### src/rtl/datapath_multiciclo.sv
`default_nettype none
// ============================================================================
// Module   : datapath_multiciclo
// Brief    : Multi-cycle MIPS-subset CPU. One ALU, one register file and a
//            single unified instruction/data memory port with a req/ready
//            handshake, sequenced by a START/FETCH/DECODE/EXEC/MEM/WB/HALT
//            state machine. Counts retired instructions.
// Revision : 1.0 - initial release
// ============================================================================
module datapath_multiciclo #(
    parameter logic [31:0] PC_RESET = 32'h0000_0000,
    parameter int          ADDR_W   = 32,
    parameter int          CNT_W    = 32
) (
    input  logic              clk,
    input  logic              rst_n,
    output logic              mem_req,
    output logic              mem_we,
    output logic [ADDR_W-1:0] mem_addr,
    output logic [31:0]       mem_wdata,
    input  logic [31:0]       mem_rdata,
    input  logic              mem_ready,
    output logic [31:0]       pc,
    output logic [CNT_W-1:0]  instret,
    output logic              halted
);

    // ------------------------------------------------------------------
    // State encoding
    // ------------------------------------------------------------------
    localparam logic [2:0] c_START  = 3'd0;
    localparam logic [2:0] c_FETCH  = 3'd1;
    localparam logic [2:0] c_DECODE = 3'd2;
    localparam logic [2:0] c_EXEC   = 3'd3;
    localparam logic [2:0] c_MEM    = 3'd4;
    localparam logic [2:0] c_WB     = 3'd5;
    localparam logic [2:0] c_HALT   = 3'd6;

    // Opcodes and R-type function codes
    localparam logic [5:0] c_OP_RTYPE = 6'h00;
    localparam logic [5:0] c_OP_J     = 6'h02;
    localparam logic [5:0] c_OP_BEQ   = 6'h04;
    localparam logic [5:0] c_OP_ADDI  = 6'h08;
    localparam logic [5:0] c_OP_LW    = 6'h23;
    localparam logic [5:0] c_OP_SW    = 6'h2B;
    localparam logic [5:0] c_FN_ADD   = 6'h20;
    localparam logic [5:0] c_FN_SUB   = 6'h22;
    localparam logic [5:0] c_FN_AND   = 6'h24;
    localparam logic [5:0] c_FN_OR    = 6'h25;
    localparam logic [5:0] c_FN_SLT   = 6'h2A;

    // ------------------------------------------------------------------
    // Architectural and micro-architectural registers
    // ------------------------------------------------------------------
    logic [2:0]       r_state;
    logic [2:0]       w_next_state;
    logic [31:0]      r_pc;
    logic [31:0]      r_ir;
    logic [31:0]      r_a;
    logic [31:0]      r_b;
    logic [31:0]      r_aluout;
    logic [31:0]      r_mdr;
    logic [31:0]      r_rf [32];
    logic [CNT_W-1:0] r_instret;

    // ------------------------------------------------------------------
    // Instruction field decode (IR is stable from DECODE onwards)
    // ------------------------------------------------------------------
    logic [5:0]  w_op;
    logic [4:0]  w_rs;
    logic [4:0]  w_rt;
    logic [4:0]  w_rd;
    logic [5:0]  w_funct;
    logic [31:0] w_imm_sext;
    logic [25:0] w_target;
    logic        w_is_rtype;
    logic        w_is_addi;
    logic        w_is_lw;
    logic        w_is_sw;
    logic        w_is_beq;
    logic        w_is_j;
    logic        w_legal;

    assign w_op       = r_ir[31:26];
    assign w_rs       = r_ir[25:21];
    assign w_rt       = r_ir[20:16];
    assign w_rd       = r_ir[15:11];
    assign w_funct    = r_ir[5:0];
    assign w_imm_sext = {{16{r_ir[15]}}, r_ir[15:0]};
    assign w_target   = r_ir[25:0];

    // Unknown functs make the whole R-type illegal so it falls into HALT
    assign w_is_rtype = (w_op == c_OP_RTYPE) &&
                        ((w_funct == c_FN_ADD) || (w_funct == c_FN_SUB) ||
                         (w_funct == c_FN_AND) || (w_funct == c_FN_OR)  ||
                         (w_funct == c_FN_SLT));
    assign w_is_addi  = (w_op == c_OP_ADDI);
    assign w_is_lw    = (w_op == c_OP_LW);
    assign w_is_sw    = (w_op == c_OP_SW);
    assign w_is_beq   = (w_op == c_OP_BEQ);
    assign w_is_j     = (w_op == c_OP_J);
    assign w_legal    = w_is_rtype || w_is_addi || w_is_lw || w_is_sw ||
                        w_is_beq || w_is_j;

    // ------------------------------------------------------------------
    // ALU and PC targets
    // ------------------------------------------------------------------
    logic [31:0] w_alu_res;
    logic [31:0] w_br_target;
    logic [31:0] w_j_target;

    // PC already holds PC+4 when EXEC runs, so both targets build on it
    assign w_br_target = r_pc + {w_imm_sext[29:0], 2'b00};
    assign w_j_target  = {r_pc[31:28], w_target, 2'b00};

    // ALU: R-type ops on A/B, everything else is A + sign-extended immediate
    always_comb begin
        w_alu_res = r_a + w_imm_sext;
        if (w_op == c_OP_RTYPE) begin
            case (w_funct)
                c_FN_SUB: w_alu_res = r_a - r_b;
                c_FN_AND: w_alu_res = r_a & r_b;
                c_FN_OR:  w_alu_res = r_a | r_b;
                c_FN_SLT: w_alu_res = {31'b0, ($signed(r_a) < $signed(r_b))};
                default:  w_alu_res = r_a + r_b;
            endcase
        end
    end

    // ------------------------------------------------------------------
    // Register-file write port (WB only)
    // ------------------------------------------------------------------
    logic        w_rf_we;
    logic [4:0]  w_rf_waddr;
    logic [31:0] w_rf_wdata;

    assign w_rf_we    = (r_state == c_WB);
    assign w_rf_waddr = w_is_rtype ? w_rd : w_rt;
    assign w_rf_wdata = w_is_lw ? r_mdr : r_aluout;

    // ------------------------------------------------------------------
    // FSM
    // ------------------------------------------------------------------
    // State register
    always_ff @(posedge clk or negedge rst_n) begin
        if (!rst_n) begin
            r_state <= c_START;
        end else begin
            r_state <= w_next_state;
        end
    end

    // Next-state decode; memory states wait for mem_ready
    always_comb begin
        w_next_state = r_state;
        case (r_state)
            c_START:  w_next_state = c_FETCH;
            c_FETCH:  if (mem_ready) w_next_state = c_DECODE;
            c_DECODE: w_next_state = w_legal ? c_EXEC : c_HALT;
            c_EXEC: begin
                if (w_is_rtype || w_is_addi)  w_next_state = c_WB;
                else if (w_is_lw || w_is_sw)  w_next_state = c_MEM;
                else if (w_is_beq || w_is_j)  w_next_state = c_FETCH;
                else                          w_next_state = c_HALT;
            end
            c_MEM:    if (mem_ready) w_next_state = w_is_lw ? c_WB : c_FETCH;
            c_WB:     w_next_state = c_FETCH;
            c_HALT:   w_next_state = c_HALT;
            default:  w_next_state = c_START;
        endcase
    end

    // Memory port and status outputs, decoded from state and registers only
    logic [31:0] w_addr_full;

    always_comb begin
        mem_req     = 1'b0;
        mem_we      = 1'b0;
        w_addr_full = 32'h0;
        mem_wdata   = 32'h0;
        halted      = 1'b0;
        case (r_state)
            c_FETCH: begin
                mem_req     = 1'b1;
                w_addr_full = {r_pc[31:2], 2'b00};
            end
            c_MEM: begin
                mem_req     = 1'b1;
                mem_we      = w_is_sw;
                w_addr_full = {r_aluout[31:2], 2'b00};
                mem_wdata   = w_is_sw ? r_b : 32'h0;
            end
            c_HALT:  halted = 1'b1;
            default: ;
        endcase
    end

    assign mem_addr = w_addr_full[ADDR_W-1:0];

    // ------------------------------------------------------------------
    // Datapath registers
    // ------------------------------------------------------------------
    // PC, IR, operand latches, ALU result and memory data register
    always_ff @(posedge clk or negedge rst_n) begin
        if (!rst_n) begin
            r_pc     <= PC_RESET;
            r_ir     <= 32'h0;
            r_a      <= 32'h0;
            r_b      <= 32'h0;
            r_aluout <= 32'h0;
            r_mdr    <= 32'h0;
        end else begin
            case (r_state)
                c_FETCH: begin
                    if (mem_ready) begin
                        r_ir <= mem_rdata;
                        r_pc <= r_pc + 32'd4;
                    end
                end
                c_DECODE: begin
                    r_a <= r_rf[w_rs];
                    r_b <= r_rf[w_rt];
                end
                c_EXEC: begin
                    r_aluout <= w_alu_res;
                    if (w_is_beq && (r_a == r_b)) r_pc <= w_br_target;
                    if (w_is_j)                   r_pc <= w_j_target;
                end
                c_MEM: begin
                    if (mem_ready && w_is_lw) r_mdr <= mem_rdata;
                end
                default: ;
            endcase
        end
    end

    // Register file; $0 is never written so it always reads zero
    always_ff @(posedge clk or negedge rst_n) begin
        if (!rst_n) begin
            for (int i = 0; i < 32; i++) begin
                r_rf[i] <= 32'h0;
            end
        end else if (w_rf_we && (w_rf_waddr != 5'd0)) begin
            r_rf[w_rf_waddr] <= w_rf_wdata;
        end
    end

    // Retired-instruction counter: bumps when EXEC/MEM/WB hands back to FETCH
    logic w_retire;

    assign w_retire = (w_next_state == c_FETCH) &&
                      ((r_state == c_EXEC) || (r_state == c_MEM) || (r_state == c_WB));

    always_ff @(posedge clk or negedge rst_n) begin
        if (!rst_n) begin
            r_instret <= '0;
        end else if (w_retire) begin
            r_instret <= r_instret + CNT_W'(1);
        end
    end

    assign pc      = r_pc;
    assign instret = r_instret;

endmodule
`default_nettype wire

### config.mk
export PLATFORM = sky130hd
export DESIGN_NAME = datapath_multiciclo
export DESIGN_NICKNAME = d
export VERILOG_FILES = /design/src/rtl/datapath_multiciclo.sv
export SDC_FILE = /design/constraint.sdc
export NUM_CORES = 2
export LEC_CHECK = 0
export CORE_MARGIN = 4
export CORE_UTILIZATION = 40
export DETAILED_ROUTE_END_ITERATION = 16
export GPL_TIMING_DRIVEN = 0
export PLACE_DENSITY = 0.64
export SLEW_MARGIN = 20
export SYNTH_ARGS = -nofsm -noshare
export SYNTH_HDL_FRONTEND = slang
export SYNTH_SLANG_ARGS = --single-unit
### constraint.sdc
create_clock -name clk -period 3.7 [get_ports clk]
set_input_delay 0.37 -clock clk [delete_from_list [all_inputs] [get_ports clk]]
set_output_delay 0.37 -clock clk [all_outputs]
set_load 0.005 [all_outputs]
## After elaboration in Yosys (flattened, before gate mapping)

Index checks and enable logic that the tools add are counted.

- Multiplexer cells: 31
- Magnitude comparators: 5
- Eq/ne operators: 22
- Add/subtract/negate cells: 6
- Bitwise operators: 5
- Reduce and logical (&&, ||, !) cells: 29

Operators by type and width:

| operator | count |
|---|---|
| bitwise mux 1024 bit | 1 |
| two-way mux 32 bit | 12 |
| binary-select mux 32 bit (select 5 bit) | 2 |
| demux 32 bit (select 5 bit) | 1 |
| one-hot mux 32 bit (2 select lines) | 2 |
| one-hot mux 32 bit (4 select lines) | 1 |
| adder 32 bit | 3 |
| equality test 6 bit, second input constant | 7 |
| adder 32 x 1 -> 32 bit, second input constant | 1 |
| adder 32 x 3 -> 32 bit, second input constant | 1 |
| AND 32 bit | 1 |
| equality test 32 bit | 1 |
| < comparator 32 bit | 1 |
| OR 32 bit | 1 |
| subtractor 32 bit | 1 |
| two-way mux 3 bit | 7 |
| greater-or-equal comparator 6 bit, second input constant | 3 |
| inverter 5 -> 6 bit | 3 |
| one-hot mux 3 bit (6 select lines) | 1 |
| logical OR 1 bit | 13 |
| equality test 3 bit, second input constant | 3 |
| equality test 3 x 1 -> 1 bit, second input constant | 2 |
| equality test 3 x 2 -> 1 bit, second input constant | 2 |
| equality test 6 x 2 -> 1 bit, second input constant | 1 |
| 16 further kinds | 27 |

- Logic and storage cells: 139
- Register bits: 1251
- Output and inout port bits: 131

## Longest topological paths before layout

- Depth in word-level cells: 15
- Gate-level depth with buffers: 14
- Gate-level depth less buffers: 14

## Worst setup path before layout

OpenSTA, ideal clock, no wires.

- Kind: register to register
- Start point: reg r_ir[15]
- End point: reg r_pc[31] (netlist: pc[31])
- Cell stages (with the launch flop): 13
- Setup slack: 0.132 ns
- Arrival time: 3.442 ns
- Library setup time: 0.127 ns
- Path buffers: 0
- Cells stage by stage: dfrtp_1 > ha_1 > a21o_1 > a21o_1 > a221o_1 > or3_1 > a311oi_2 > nor3_2 > a211oi_2 > o21bai_1 > a221oi_2 > mux2i_1 > o21ai_1

- Longest elaborated chain between the ends: 4

RTL lines:

| element | line | text |
|---|---|---|
| start, declared | 58 | `logic [31:0] r_ir;` |
| start signal, assigned | 216 | `r_ir <= mem_rdata;` |
| adder 32 bit | 113 | `assign w_br_target = r_pc + {w_imm_sext[29:0], 2'b00};` |
| two-way mux 32 bit | 226 | `if (w_is_beq && (r_a == r_b)) r_pc <= w_br_target;` |
| two-way mux 32 bit | 227 | `if (w_is_j) r_pc <= w_j_target;` |
| one-hot mux 32 bit (2 select lines) | 213 | `case (r_state)` |
| end signal, assigned | 217 | `r_pc <= r_pc + 32'd4;` |
| end signal, assigned | 226 |  |
| end signal, assigned | 227 |  |
| end, declared | 57 | `logic [31:0] r_pc;` |

Every way passes these cells. The select of a mux whose other input is x is not followed.
A chain may end at the register's enable or synchronous reset.

## Worst setup path in the final report

- Start point: reg r_ir[27]
- End point: reg r_rf[649] (netlist bit)

- Longest elaborated chain between the ends: 9
- Elaborated cells on any way between the ends: 14

RTL lines:

| element | line | text |
|---|---|---|
| zero test 6 bit | 93 | `assign w_is_rtype = (w_op == c_OP_RTYPE) &&` |
| logical AND 1 bit | 93 |  |
| two-way mux 5 bit | 138 | `assign w_rf_waddr = w_is_rtype ? w_rd : w_rt;` |
| inverter 5 -> 6 bit (implied by the code) | 244 | `r_rf[w_rf_waddr] <= w_rf_wdata;` |
| greater-or-equal comparator 6 bit (implied by the code) or < comparator 6 x 1 -> 1 bit (tied branches) | 244 |  |
| logical AND 1 bit (implied by the code) | 244 |  |
| two-way mux 32 bit (implied by the code) | 244 |  |
| demux 32 bit (select 5 bit) | 244 |  |
| bitwise mux 1024 bit | 244 |  |
| end signal, assigned by index | 244 |  |
| end, declared | 63 | `logic [31:0] r_rf [32];` |

Several ways; a longest one is shown, not always the timed one.

==> results.py <==
metrics = {
    "yosys": {
        "synth_flop_cell": "dfrtp_1",
        "yosysMostFrequentCell": "dfrtp_1",
        "syn_area_per_cell_um2": 10.7,
        "yosys_warnings": 0,
        "synth_largest_area_cell": "dfrtp_1",
        "ys_ff_latch": 1249,
        "netlist_instances": 6529,
        "syn-cell-area_mm2": 0.0699,
        "synth_area_leaders": "dfrtp_1, mux4_2, a21oi_1",
        "ys_seq_area_share_pct": 44.7,
        "netlist.area_leader.share_pct": 44.7,
        "ys_async_sr_fraction_pct": 100,
        "synthTopCellsByCount": "dfrtp_1, nand2_1, a21oi_1",
        "synth_edf_count": 0,
        "yosysUniqueCellTypes": 87,
    },
    "detailed_routing": {
        "drc": 2,
        "via_per_inst": 6.18,
        "dr_total_vias": 57700,
        "firstDrtPassIters": 14,
        "initialDrtViolationCount": 7007,
        "wirelength_um": 268000,
        "wl_per_cell_um": 28.7,
        "ant_nets": 0,
    },
    "run_status": {
        "outcome": "finished with violations",
        "violations": "DRC, setup timing",
    },
    "sta": {
        "fmax_ghz": 0.269,
        "final_max_slew_viol_count": 0,
        "tightest_slew_ps": 1260,
        "hold_viol": 0,
        "fin_setup_tns_ps": -140,
        "setup_viol": 10,
        "slew_headroom_pct": 15.9,
        "fin_skew_ps": 41.7,
        "rsz0062_at_grt": "true",
        "setup_ws_ps": -23.9,
        "finalCritPeriodShare_pct": 101,
        "fin_crit_ps": 3720,
    },
    "worst_setup_path": {
        "crit_required_ps": 4350,
        "critical_path_class": "reg -> reg",
        "startpoint_type": "flop",
        "r2r_cells": 9,
        "critPathArrivalTime_ps": 4370,
        "path_max_fanout": 10,
        "setup.worst_path.end_class": "flop",
    },
    "die": {
        "rows": 153,
        "die_area_mm2": 0.181,
        "coreArea_mm2": 0.174,
        "die_w_um": 426,
        "fp.dieH_um": 426,
        "floorplan.initialDensity_pct": 40.2,
        "io_pins": 166,
    },
    "global_route": {
        "overflow": 0,
        "grtUsageTotal_pct": 29.1,
        "grt_max_degree": 153,
        "grt_pass1_vias": 57600,
        "antenna_found_initial": 15,
        "grt_pass1_wl_um": 388000,
    },
    "power": {
        "combPwrFrac_pct": 9.3,
        "p_int_mw": 24.0,
        "ir_drop_v": 0.000492,
        "p_seq_share_pct": 43.1,
        "leakage_nw": 33.6,
        "switching_power_mw": 8.62,
        "power_density_mw_per_mm2": 401,
        "sw_frac_of_total_pct": 26.4,
        "clockPowerShare_pct": 47.7,
    },
    "clock_network": {
        "path_clk_slew_ps": 60,
        "htree_levels": 4,
        "cts_sinks": 1249,
        "cts_buffers": 142,
        "cts.path.max_buffers": 3,
        "cts_tree": "yes",
        "worstSkewPairLatency_ps": 800,
        "cts_root_buffer": "clkbuf_16",
    },
    "placed_design": {
        "io_buffers": 161,
        "pre_cts_ws_ps": -857,
        "dpl_cell_area_mm2": 0.0748,
        "routabilityCongestion": 0.992,
        "dpl.hpwl_um": 211000,
    },
    "final_layout": {
        "final_cell_area_mm2": 0.0813,
        "drive_gt1_share_pct": 19.2,
        "area_growth_pct": 16.4,
        "nets": 7083,
    },
    "hold_path": {
        "hp-class": "in -> async",
    },
    "flow_run": {
        "cap_violations": 0,
    },
}
[sequential cells by signal, summed over array words and instances, names as in the netlist]
signal,count
instret,32
r_ir,32
r_b,32
r_aluout,32
r_state,3
r_a,32
r_rf,1024
r_mdr,32
pc,30
[layer usage]
| layer | global-route usage (%) | part of all wire (%) | vias up |
|---|---|---|---|
| met5 | 0 | 0.024 | - |
| met4 | 13.2 | 5.2 | 10 |
| met3 | 6.85 | 9.6 | 621 |
| met2 | 47.5 | 48 | 2963 |
| met1 | 36.9 | 38 | 29700 |
| li1 | - | - | 24400 |
[final cells by class]
type,instances,area (µm²)
sequential,1249,31300
inverter,131,495
antenna,11,27.5
tap,2325,2910
timing repair buffer,220,2360
clock inverter,80,1210
fill,16100,92500
clock buffer,179,3910
multi-input combinational,4550,36500
buffer,592,2630
[cell families (layout without fill, tap and decap cells)]
| group | after synthesis | in the layout | share of synthesized area (%) |
|---|---|---|---|
| other | 1 | 15 | 0.00537 |
| AO/OA/AOI/OAI | 1733 | 1733 | 13.9 |
| AND/OR/NAND/NOR | 1797 | 1797 | 10.6 |
| flip-flops | 1249 | 1249 | 44.7 |
| multiplexers | 777 | 777 | 22.7 |
| buffers and inverters | 733 | 1202 | 4.10 |
| XOR/XNOR | 77 | 77 | 0.965 |
| adder cells (fa/ha/maj) | 162 | 162 | 2.94 |
[metrics by stage]
stage | total power, mW | hold WS (ps) | util (%) | cells
after detailed placement | 17.0 | 308 | 43.0 | 9033
after global placement | 16.9 | 452 | 42.8 | 9018
after CTS | 32.6 | 94.1 | 46.5 | 9310
after floorplan | 15.8 | 74.4 | - | 6532
final | 32.6 | 108 | 46.8 | 9337
after global routing | 33.6 | 160 | 46.8 | 9327
[worst max-delay path: stages (launching register included)]
cell	delay [ps]
dfrtp_1	320
clkbuf_4	220
nand4b_1	120
buf_4	170
nor3_2	430
buf_6	220
clkbuf_2	440
mux2i_2	870
clkbuf_1	620
a21oi_1	140
[worst paths after layout]
| kind | start | endpoint | slack, ps |
|---|---|---|---|
| worst max-delay path | r_ir[27] | r_rf[649] | -20 |
| worst min-delay path | rst_n | pc[26] | 110 |
| worst max register to register | r_ir[27] | r_rf[649] | -20 |
| worst min register to register | instret[31] | instret[31] | 480 |
| max in group asynchronous | rst_n | r_rf[642] | 900 |
| min in group clk | mem_rdata[30] | r_ir[30] | 140 |
[power groups by stage]
stage	Combinational (mW)	Clock, mW	Sequential, mW
floorplan	1.66	0	14.1
global placement	2.55	0	14.4
detailed placement	2.67	0	14.3
CTS	2.85	15.7	14.0
global route	3.29	16.3	14.0
finish	3.03	15.6	14.1
[repair_timing]
| item | 4_1_cts | 5_1_grt |
|---|---|---|
| setup buffers | 25 | 18 |
| resized for setup | 184 | 121 |
| hold buffers | 1 | 0 |
| setup endpoints to repair | 1037 | 1089 |
| endpoints found under the hold margin | 157 | 0 |
| pin swaps | 14 | 19 |
[cell usage in the layout, fill, tap and decap left out, types with 50 or more instances in the layout]
cell	synthesis	final
o21ai_0	640	639
ha_1	158	151
a21oi_1	697	689
buf_2	79	85
nand3_1	55	50
dfrtp_1	1249	1220
clkdlybuf4s50_1	0	160
clkbuf_1	451	388
nor2_1	674	668
clkbuf_2	0	70
nand2_1	819	809
mux2i_1	104	89
clkbuf_16	0	143
xnor2_1	56	55
inv_1	128	127
mux4_2	640	640
(Power assumes the default switching activity.)
